$ cat src/rtl/motor_drive_controller.sv
// motor_drive_controller: collision-driven reverse/pivot maneuver sequencer with dead-time-protected PWM drive
module motor_drive_controller #(
  parameter int unsigned DEAD_CYCLES = 5_000_000,
  parameter int unsigned REV_CYCLES  = 25_000_000,
  parameter int unsigned TURN_CYCLES = 20_000_000,
  parameter logic [7:0]  REV_DUTY    = 8'd128
) (
  input  logic       clk,
  input  logic       rst,
  input  logic       col_detect,
  input  logic [7:0] speed,
  output logic       pwm_l,
  output logic       pwm_r,
  output logic       dir_l,
  output logic       dir_r,
  output logic [1:0] state_out
);
  typedef enum logic [1:0] {FWD = 2'd0, DEAD = 2'd1, REV = 2'd2, TURN = 2'd3} state_t;
  state_t st, st_d;
  logic [2:0] nx, nx_d;
  logic [25:0] cnt, cnt_d;
  logic [7:0] pc, pc_d, dq, dq_d, sel;
  logic done, enter;
  always_comb begin
    st_d = st;
    nx_d = nx;
    done = 1'b0;
    case (st)
      FWD: if (!col_detect) begin
        st_d = DEAD;
        nx_d = {1'b0, REV};
      end
      DEAD: begin
        done = cnt == 26'(DEAD_CYCLES - 1);
        if (done) st_d = state_t'(nx[1:0]);
      end
      REV: begin
        done = cnt == 26'(REV_CYCLES - 1);
        if (done) begin
          st_d = DEAD;
          nx_d = {1'b0, TURN};
        end
      end
      default: begin
        done = cnt == 26'(TURN_CYCLES - 1);
        if (done && col_detect) begin
          st_d = DEAD;
          nx_d = {1'b0, FWD};
        end
      end
    endcase
    // only DEAD can lead to a driving state, so entering one is also the sole moment directions may change
    enter = st_d != st && st_d != DEAD;
    cnt_d = (done || st_d != st || st == FWD) ? '0 : cnt + 26'd1;
    sel = st_d == FWD ? speed : REV_DUTY;
    pc_d = enter ? 8'd0 : pc + 8'd1;
    dq_d = (enter || pc == 8'hff) ? sel : dq;
  end
  always_ff @(posedge clk or posedge rst) begin
    if (rst) begin
      st <= DEAD;
      nx <= {1'b0, FWD};
      cnt <= '0;
      pc <= '0;
      dq <= '0;
      pwm_l <= 1'b0;
      pwm_r <= 1'b0;
      dir_l <= 1'b1;
      dir_r <= 1'b1;
    end else begin
      st <= st_d;
      nx <= nx_d;
      cnt <= cnt_d;
      pc <= pc_d;
      dq <= dq_d;
      pwm_l <= st_d != DEAD && pc_d < dq_d;
      pwm_r <= st_d != DEAD && pc_d < dq_d;
      if (enter) begin
        dir_l <= st_d != REV;
        dir_r <= st_d == FWD;
      end
    end
  end
  assign state_out = st;
endmodule

$ cat config.mk
export PLATFORM = sky130hd
export DESIGN_NAME = motor_drive_controller
export DESIGN_NICKNAME = d
export VERILOG_FILES = /design/src/rtl/motor_drive_controller.sv
export SDC_FILE = /design/constraint.sdc
export NUM_CORES = 1
export LEC_CHECK = 0
export BUFFER_PORTS_ARGS = -buffer_cell sky130_fd_sc_hd__buf_2
export CAP_MARGIN = 20
export CORE_ASPECT_RATIO = 2
export CORE_UTILIZATION = 65
export DETAILED_ROUTE_END_ITERATION = 7
export PLACE_DENSITY_LB_ADDON = 0.15
export SYNTH_ARGS = -nofsm -noshare
export SYNTH_HDL_FRONTEND = slang
export SYNTH_SLANG_ARGS = --single-unit
$ cat constraint.sdc
create_clock -name clk -period 6.55 [get_ports clk]
set_clock_uncertainty 0.2 [all_clocks]
set_input_delay 1.965 -clock clk [delete_from_list [all_inputs] [get_ports clk]]
set_output_delay 1.965 -clock clk [all_outputs]
set_load 0.05 [all_outputs]
==> results of run 1 <==
==> stage by stage <==
stage | hold WS (ns) | cells | util | worst slack [ns] | total power [uW]
2_1_floorplan | 0.255 | 289 | - | 2.19 | 313
3_3_place_gp | 0.279 | 344 | 0.698 | 1.70 | 319
3_5_place_dp | 0.275 | 344 | 0.698 | 1.60 | 319
4_1_cts | 0.294 | 352 | 0.730 | 1.89 | 572
5_1_grt | 0.318 | 354 | 0.739 | 1.61 | 585
6_report | 0.293 | 354 | 0.739 | 1.88 | 568
==> worst max-delay path: stages <==
cell and delay, ns:
buf_2 0.11, nand4_1 0.16, a311o_1 0.56, a21oi_2 0.60, a22oi_1 0.20, ha_1 0.35, a21o_1 0.18, a221oi_1 0.27
o221ai_1 0.17, a21oi_1 0.14
==> sequential cells by signal (all words and copies together) (netlist names) <==
register	cells
dq	8
nx	2
cnt	26
state_out	2
pwm_r	1
pc	8
dir_r	1
dir_l	1
==> per-layer routing <==
metal,vias to the layer above,wire length (um),track usage
li1,1046,-,-
met3,21,133,0.0765
met1,1072,2220,0.304
met5,-,0,0
met2,54,3550,0.539
met4,0,267,0.178
==> cell usage after synthesis (8+ instances only) <==
cell | n | area, sq um
nor2_1 | 51 | 191
dfrtp_1 | 46 | 1150
nand2_1 | 18 | 67.6
nand3_1 | 18 | 90.1
xnor2_1 | 16 | 140
xor2_1 | 14 | 123
inv_1 | 12 | 45.0
ha_1 | 9 | 113
a22o_1 | 8 | 70.1
a22oi_1 | 8 | 60.1
==> where the power goes <==
group / internal [uW] / switching, uW
clock network: 152 / 101
logic: 3.70 / 8.71
registers: 302 / 0
total: 458 / 110
==> logic make-up after synthesis <==
group	after synthesis	share of synthesized area
buf+inv	25	0.0432
fa+ha+maj	9	0.0405
compound gates	40	0.110
simple gates	134	0.261
mux	2	0.00766
flops	49	0.443
xor+xnor	30	0.0946
==> cell type report <==
class                   instances  share of cell area
inverters                      12              0.0149
flip-flops and latches         49               0.407
clock buffers                   5              0.0228
repair buffers                 18              0.0381
multi-input cells             215               0.474
clock inverters                 3              0.0215
well taps                      52              0.0215
==> how the worst min path moves through the flow <==
stage | start | end | slack, ns | cells past startpoint
floorplan | cnt[0] | cnt[0] | 0.25 | 1
global placement | dir_r | dir_r | 0.28 | 2
detailed placement | cnt[0] | cnt[0] | 0.28 | 1
CTS | cnt[0] | cnt[0] | 0.29 | 1
global route | cnt[0] | cnt[0] | 0.32 | 1
finish | cnt[0] | cnt[0] | 0.29 | 1
==> results.sh, run 1 <==
export IMPL_worstMarginPinSlew_ns=0.663
export IMPL_grt_pass1_vias=2242
export IMPL_fin_setup_tns_ns=0
export IMPL_cts_buffer_depth=2
export IMPL_peakVddDrop_v=0.000261
export IMPL_status="completed"
export IMPL_layout_drive_gt1_share=0.126
export IMPL_path_class="input port to flip-flop"
export IMPL_gp_congestion=0.899
export IMPL_fmax_ghz=0.214
export IMPL_ioPinCount=17
export IMPL_netlist_instances=289
export IMPL_place_area_sq_um=2850
export IMPL_critPathArrivalTime_ns=4.70
export IMPL_r2r_end="pwm_r"
export IMPL_synth_edf_count=0
export IMPL_power_density_nw_per_um2=188
export IMPL_ys_flop_type="dfrtp_1"
export IMPL_clock_sink_count=49
export IMPL_drcViolationCount=0
export IMPL_htree_levels=2
export IMPL_area_delta_synth_final_pct=8.74
export IMPL_fin_crit_sh=0.713
export IMPL_p_leak_uw=0.00132
export IMPL_hold_viol=0
export IMPL_viasPerCell=6.19
export IMPL_startpoint="col_detect"
export IMPL_maxCapViolations=0
export IMPL_synthesis_area_sq_um=2780
export IMPL_grt_max_degree=50
export IMPL_worst_endpoint_required_ns=6.58
export IMPL_grt_pass1_wl_mm=9.97
export IMPL_fin_nets=321
export IMPL_post_cts_setup_buffers=0
export IMPL_mostFrequentLayoutCell="nor2_1"
export IMPL_r2r_cells=11
export IMPL_mostFrequentLayoutCells="51 x nor2_1, 46 x dfrtp_1, 18 x nand2_1, 18 x nand3_1"
export IMPL_drt_total_wl_mm=6.18
export IMPL_portBuffers=16
export IMPL_start_kind="input port"
export IMPL_antenna_diode_count=0
export IMPL_multiInputGateArea_sq_um=1430
export IMPL_slew_headroom=0.558
export IMPL_crit_path_max_fanout=15
export IMPL_r2r_start="cnt[15]"
export IMPL_layout_min_cycle_time_ns=4.67
export IMPL_ys_ff_latch=49
export IMPL_path_clk_slew_ns=0.10
export IMPL_grt_overflow=0
export IMPL_postLayoutCellArea_sq_um=3020
export IMPL_cts_root_buf="clkbuf_8"
export IMPL_tritoncts="done"
export IMPL_firstDrtPassIters=4
export IMPL_routedWlPerCell_um=17.4
export IMPL_clock_latency_ns=0.31
export IMPL_die_h_um=94.5
export IMPL_dieArea_sq_um=4550
export IMPL_seq_area_frac_synth=0.443
export IMPL_ant_nets=0
export IMPL_core_sq_um=4090
export IMPL_rsz0062_at_grt="false"
export IMPL_ys_types=53
export IMPL_yosysWarnings=0
export IMPL_synth_nets=309
export IMPL_fill_cells=315
export IMPL_antenna_found_initial=0
export IMPL_core_rowCount=33
export IMPL_regArea_sq_um=1230
export IMPL_numCtsBuffers=5
export IMPL_report_final_slew_viol_count=0
export IMPL_die_w_um=48.2
export IMPL_start_util=0.680
export IMPL_hp_class="flip-flop to flip-flop"
export IMPL_setup_worst_path_end="pwm_r"
export IMPL_postCtsResizedCells=0
export IMPL_r2r_slack_ns=2.12
export IMPL_endpoint_kind="flip-flop"
export IMPL_syn_avg_cell_area_sq_um=9.61
export IMPL_setup_violations_final=0
export IMPL_hpwl_mm=4.48
export IMPL_postCtsHoldBufs=0
export IMPL_first_iter_violations=68
export IMPL_async_flop_share=1.00
export IMPL_grtUsageTotal=0.310
export IMPL_vias=2193
No activity file was read; power rests on OpenSTA's default activity.
==> inputs of run 2 (changes only) <==
CORE_UTILIZATION = 55   (was 65)
clock period = 4.12 ns   (was 6.55 ns; I/O delays follow)
==> run 2 against run 1 <==
Clock power is 17% higher; die area is 18% higher; final cell count is 5.4% higher; setup slack worse by 1.7 ns; global-route usage is 3.5 points lower; sequential share of layout area is 1.0 points lower; utilization is 10 points lower; non-clock buffer count is 14 higher; power is 41% higher; routed wire length is 7.6% higher.
==> results.sh, run 2 (synthesized netlist as in run 1, its figures left out) <==
export IMPL_r2r_end="pwm_r"
export IMPL_firstDrtPassIters=4
export IMPL_viasPerCell=6.06
export IMPL_area_delta_synth_final_pct=11.5
export IMPL_worstMarginPinSlew_ns=0.698
export IMPL_grt_max_degree=50
export IMPL_path_clk_slew_ns=0.08
export IMPL_mostFrequentLayoutCell="nor2_1"
export IMPL_setup_violations_final=0
export IMPL_crit_path_max_fanout=8
export IMPL_slew_headroom=0.535
export IMPL_instances_no_fill=373
export IMPL_power_uw=798
export IMPL_clock_sink_count=49
export IMPL_fin_crit_sh=0.955
export IMPL_layout_drive_gt1_share=0.165
export IMPL_endpoint_kind="flip-flop"
export IMPL_start_kind="flip-flop"
export IMPL_postLayoutCellArea_sq_um=3100
export IMPL_p_leak_uw=0.00137
export IMPL_hp_class="flip-flop to flip-flop"
export IMPL_ant_nets=0
export IMPL_critPathBufInv=0
export IMPL_crit_cells=11
export IMPL_r2r_slack_ns=0.18
export IMPL_core_rowCount=36
export IMPL_die_w_um=52.3
export IMPL_routedWlPerCell_um=17.8
export IMPL_die_h_um=103
export IMPL_cts_root_buf="clkbuf_8"
export IMPL_worst_endpoint_required_ns=4.16
export IMPL_critPathArrivalTime_ns=3.98
export IMPL_first_iter_violations=55
export IMPL_dp_cells=364
export IMPL_clock_latency_ns=0.32
export IMPL_r2r_cells=11
export IMPL_place_area_sq_um=2970
export IMPL_tritoncts="done"
export IMPL_ioPinCount=17
export IMPL_dieArea_sq_um=5360
export IMPL_vias=2260
export IMPL_startpoint="cnt[17]"
export IMPL_status="completed"
export IMPL_regMostFlops="cnt"
export IMPL_rsz0062_at_grt="false"
export IMPL_crit_slowest_cell="or4b_1"
export IMPL_power_density_nw_per_um2=258
export IMPL_gp_congestion=0.930
export IMPL_layout_min_cycle_time_ns=3.94
export IMPL_peakVddDrop_v=0.000253
export IMPL_cts_buffer_depth=2
export IMPL_post_cts_setup_buffers=0
export IMPL_fmax_ghz=0.254
export IMPL_grt_pass1_wl_mm=10.5
export IMPL_worstPathCellList="or4b_1, or4_4, nor4_1, a311o_2, a21bo_1, nor2_1, ha_1, a21o_1, a221oi_1, o221ai_1, a21oi_1"
export IMPL_core_sq_um=4860
export IMPL_mostFrequentLayoutCells="51 x nor2_1, 46 x dfrtp_1, 18 x nand2_1, 18 x nand3_1"
export IMPL_start_util=0.571
export IMPL_numCtsBuffers=5
export IMPL_drt_total_wl_mm=6.65
export IMPL_setup_ws_ns=0.185
export IMPL_cp_slowest_stage_delay_ns=0.55
export IMPL_drcViolationCount=0
export IMPL_fin_setup_tns_ns=0
export IMPL_place_ws_ns=0.126
export IMPL_largest_reg_flops=26
export IMPL_fill_cells=442
export IMPL_fin_nets=335
export IMPL_maxCapViolations=0
export IMPL_grtUsageTotal=0.275
export IMPL_setup_worst_path_end="pwm_r"
export IMPL_cp_top_family="simple AND/OR/NAND/NOR gates"
export IMPL_htree_levels=2
export IMPL_hpwl_mm=4.94
export IMPL_portBuffers=16
export IMPL_grt_overflow=0
export IMPL_grt_pass1_vias=2332
export IMPL_hold_viol=0
export IMPL_antenna_found_initial=0
export IMPL_path_class="flip-flop to flip-flop"
export IMPL_report_final_slew_viol_count=0
export IMPL_r2r_start="cnt[17]"
export IMPL_antenna_diode_count=0
export IMPL_reg_largest_list="cnt: 26 flops, dq: 8 flops, pc: 8 flops"
run 2: cell count changes in the layout (fill, tap and decap cells not counted), sizes merged:
cell / delta
bufinv: -2
buf: +14
clkbuf: +3
clkinv: -1
run 2: final cells by class:
| cell class | instances | area, sq um | share of cell area |
|---|---|---|---|
| repair buffers | 32 | 213 | 0.0687 |
| inverters | 12 | 45.0 | 0.0145 |
| multi-input cells | 215 | 1450 | 0.467 |
| clock buffers | 8 | 90.1 | 0.0291 |
| well taps | 57 | 71.3 | 0.0230 |
| flip-flops and latches | 49 | 1230 | 0.397 |
run 2: worst register-to-register path, delay by kind of cell, from the launching register on:
| kind | cells | cell delay, ns |
|---|---|---|
| adders and majority gates | 1 | 0.31 |
| and+or+nand+nor | 4 | 1.59 |
| AOI/OAI and AO/OA | 6 | 1.34 |
| DFF | 1 | 0.44 |
run 2: power by group:
| part | internal, uW | switching, uW |
|---|---|---|
| combinational | 6.44 | 14.1 |
| clock | 137 | 160 |
| sequential | 481 | 0 |
| total | 624 | 174 |
run 2: worst min-delay path by stage:
stage                 from      to  slack, ns  cells after the start
detailed placement   dir_r   dir_r       0.28                      2
global placement     dir_r   dir_r       0.27                      2
global route         dir_r   dir_r       0.31                      2
CTS                  dir_r   dir_r       0.29                      2
floorplan           cnt[0]  cnt[0]       0.25                      1
finish               dir_r   dir_r       0.29                      2
run 2: timing repair:
item	CTS	global route
endpoints found under the setup margin	0	1
gates resized for setup	0	3
hold buffers	0	0
run 2: stage by stage:
step | hold WS, ns | utilization
floorplan | 0.255 | -
global placement | 0.268 | 0.611
detailed placement | 0.279 | 0.611
CTS | 0.291 | 0.629
global route | 0.306 | 0.637
finish | 0.286 | 0.637
run 2: per-layer routing:
metal  GRT usage  wire [um]  vias to the layer above
met5           0          0                        -
met4       0.178        337                        0
met3      0.0457        175                       23
met2       0.531       3850                       41
met1       0.248       2290                     1118
li1            -          -                     1078
==> inputs of run 3 (changes only) <==
CELL_PAD_IN_SITES_DETAIL_PLACEMENT = 0   (was default)
CELL_PAD_IN_SITES_GLOBAL_PLACEMENT = 2   (was default)
CORE_UTILIZATION = 35   (was 55)
==> run 3 against run 2 <==
Register-to-register slack is essentially flat; largest power group unchanged; design area grew 6.6%; clock power grew 59%; global-route usage shrank 7.7 points; first-iteration DRC count grew 91%; sequential cell count is the same; critical path type unchanged; combinational power is essentially flat; via count shrank 2.0%.
==> results.sh, run 3 (synthesized netlist as in run 1, its figures left out) <==
export IMPL_path_clk_slew_ns=0.07
export IMPL_start_util=0.363
export IMPL_hold_viol=0
export IMPL_post_cts_setup_buffers=0
export IMPL_fmax_ghz=0.255
export IMPL_crit_slowest_cell="or4b_1"
export IMPL_r2r_slack_ns=0.20
export IMPL_numCtsBuffers=5
export IMPL_largest_reg_flops=26
export IMPL_holdWs_ns=0.287
export IMPL_area_delta_synth_final_pct=18.9
export IMPL_gp_congestion=0.803
export IMPL_crit_top_cell="buf_4"
export IMPL_power_density_nw_per_um2=295
export IMPL_place_area_sq_um=3070
export IMPL_crit_path_max_fanout=12
export IMPL_worstMarginPinSlew_ns=0.429
export IMPL_fin_nets=342
export IMPL_critPathArrivalTime_ns=3.93
export IMPL_path_class="flip-flop to flip-flop"
export IMPL_grtUsageTotal=0.198
export IMPL_peakVddDrop_v=0.000144
export IMPL_r2r_start="cnt[12]"
export IMPL_utilization=0.431
export IMPL_maxCapViolations=0
export IMPL_cts_root_buf="clkbuf_16"
export IMPL_setup_violations_final=0
export IMPL_cp_slowest_stage_delay_ns=0.62
export IMPL_dieArea_sq_um=8320
export IMPL_fin_setup_tns_ns=0
export IMPL_postCtsResizedCells=0
export IMPL_antenna_found_initial=0
export IMPL_layout_min_cycle_time_ns=3.92
export IMPL_die_h_um=128
export IMPL_start_kind="flip-flop"
export IMPL_worstPathCellList="or4b_1, buf_4, or4_1, or3_1, nand2_1, a21oi_2, buf_4, a22oi_2, ha_1, a21o_1, a221oi_1, o221ai_1, a21oi_1"
export IMPL_die_w_um=65.0
export IMPL_postCtsHoldBufs=0
export IMPL_reg_largest_list="cnt: 26 flops, dq: 8 flops, pc: 8 flops"
export IMPL_status="completed"
export IMPL_critPathBufInv=2
export IMPL_vias=2215
export IMPL_antenna_diode_count=0
export IMPL_p_leak_uw=0.00144
export IMPL_hp_class="flip-flop to flip-flop"
export IMPL_report_final_slew_viol_count=0
export IMPL_setup_worst_path_end="pwm_r"
export IMPL_cp_top_family="simple AND/OR/NAND/NOR gates"
export IMPL_ant_nets=0
export IMPL_drcViolationCount=0
export IMPL_layout_drive_gt1_share=0.201
export IMPL_regMostFlops="cnt"
export IMPL_tritoncts="done"
export IMPL_clock_latency_ns=0.29
export IMPL_htree_levels=2
export IMPL_hpwl_mm=5.58
export IMPL_postLayoutCellArea_sq_um=3300
export IMPL_place_ws_ns=0.142
export IMPL_drt_total_wl_mm=7.28
export IMPL_slew_headroom=0.711
export IMPL_grt_overflow=0
export IMPL_grt_pass1_wl_mm=12.0
export IMPL_worst_endpoint_required_ns=4.13
export IMPL_endpoint_kind="flip-flop"
export IMPL_firstDrtPassIters=4
export IMPL_setup_ws_ns=0.200
export IMPL_clock_sink_count=49
export IMPL_mostFrequentLayoutCells="50 x nor2_1, 46 x dfrtp_1, 22 x buf_4"
export IMPL_grt_max_degree=50
export IMPL_routedWlPerCell_um=17.4
export IMPL_core_rowCount=45
export IMPL_ioPinCount=17
export IMPL_r2r_cells=13
export IMPL_r2r_end="pwm_r"
export IMPL_grt_pass1_vias=2339
export IMPL_portBuffers=16
export IMPL_viasPerCell=5.31
export IMPL_core_sq_um=7660
export IMPL_mostFrequentLayoutCell="nor2_1"
export IMPL_startpoint="cnt[12]"
export IMPL_fin_crit_sh=0.952
export IMPL_cts_buffer_depth=2
export IMPL_crit_cells=13
export IMPL_first_iter_violations=105
==> run 3: cell count changes in the layout (fill, tap and decap cells not counted), moves of 2 or more <==
cell / change
buf_4: +7
clkbuf_8: -6
clkbuf_16: +5
clkbuf_1: -2
==> run 3: layout make-up <==
class,instances,area [sq um]
inverter,12,45.0
clock inverter,3,46.3
tap,94,118
sequential,49,1230
fill,817,4360
clock buffer,5,125
multi-input combinational,215,1470
timing repair buffer,39,265
==> run 3: how the worst min path moves through the flow <==
stage	cells after the start	end	startpoint	slack (ns)
after global routing	1	cnt[0]	cnt[0]	0.32
after floorplan	1	cnt[0]	cnt[0]	0.25
after global placement	1	cnt[0]	cnt[0]	0.27
after detailed placement	1	cnt[0]	cnt[0]	0.28
final	1	cnt[0]	cnt[0]	0.29
after CTS	1	cnt[0]	cnt[0]	0.29
==> run 3: power by group <==
group | total [uW] | internal [uW] | switching, uW
clock | 473 | 287 | 185
sequential | 481 | 481 | 0
combinational | 20.6 | 6.45 | 14.2
==> run 3: per-layer routing <==
metal	GRT usage	up-vias	part of all wire
li1	-	1088	-
met1	0.186	1094	0.35
met2	0.398	22	0.61
met3	0.0258	11	0.016
met4	0.0941	0	0.027
met5	0	-	0
==> run 3: metrics by stage <==
stage,power [uW],instances
after floorplan,498,289
after global placement,509,408
after detailed placement,509,408
after CTS,992,416
after global routing,1000,417
final,974,417
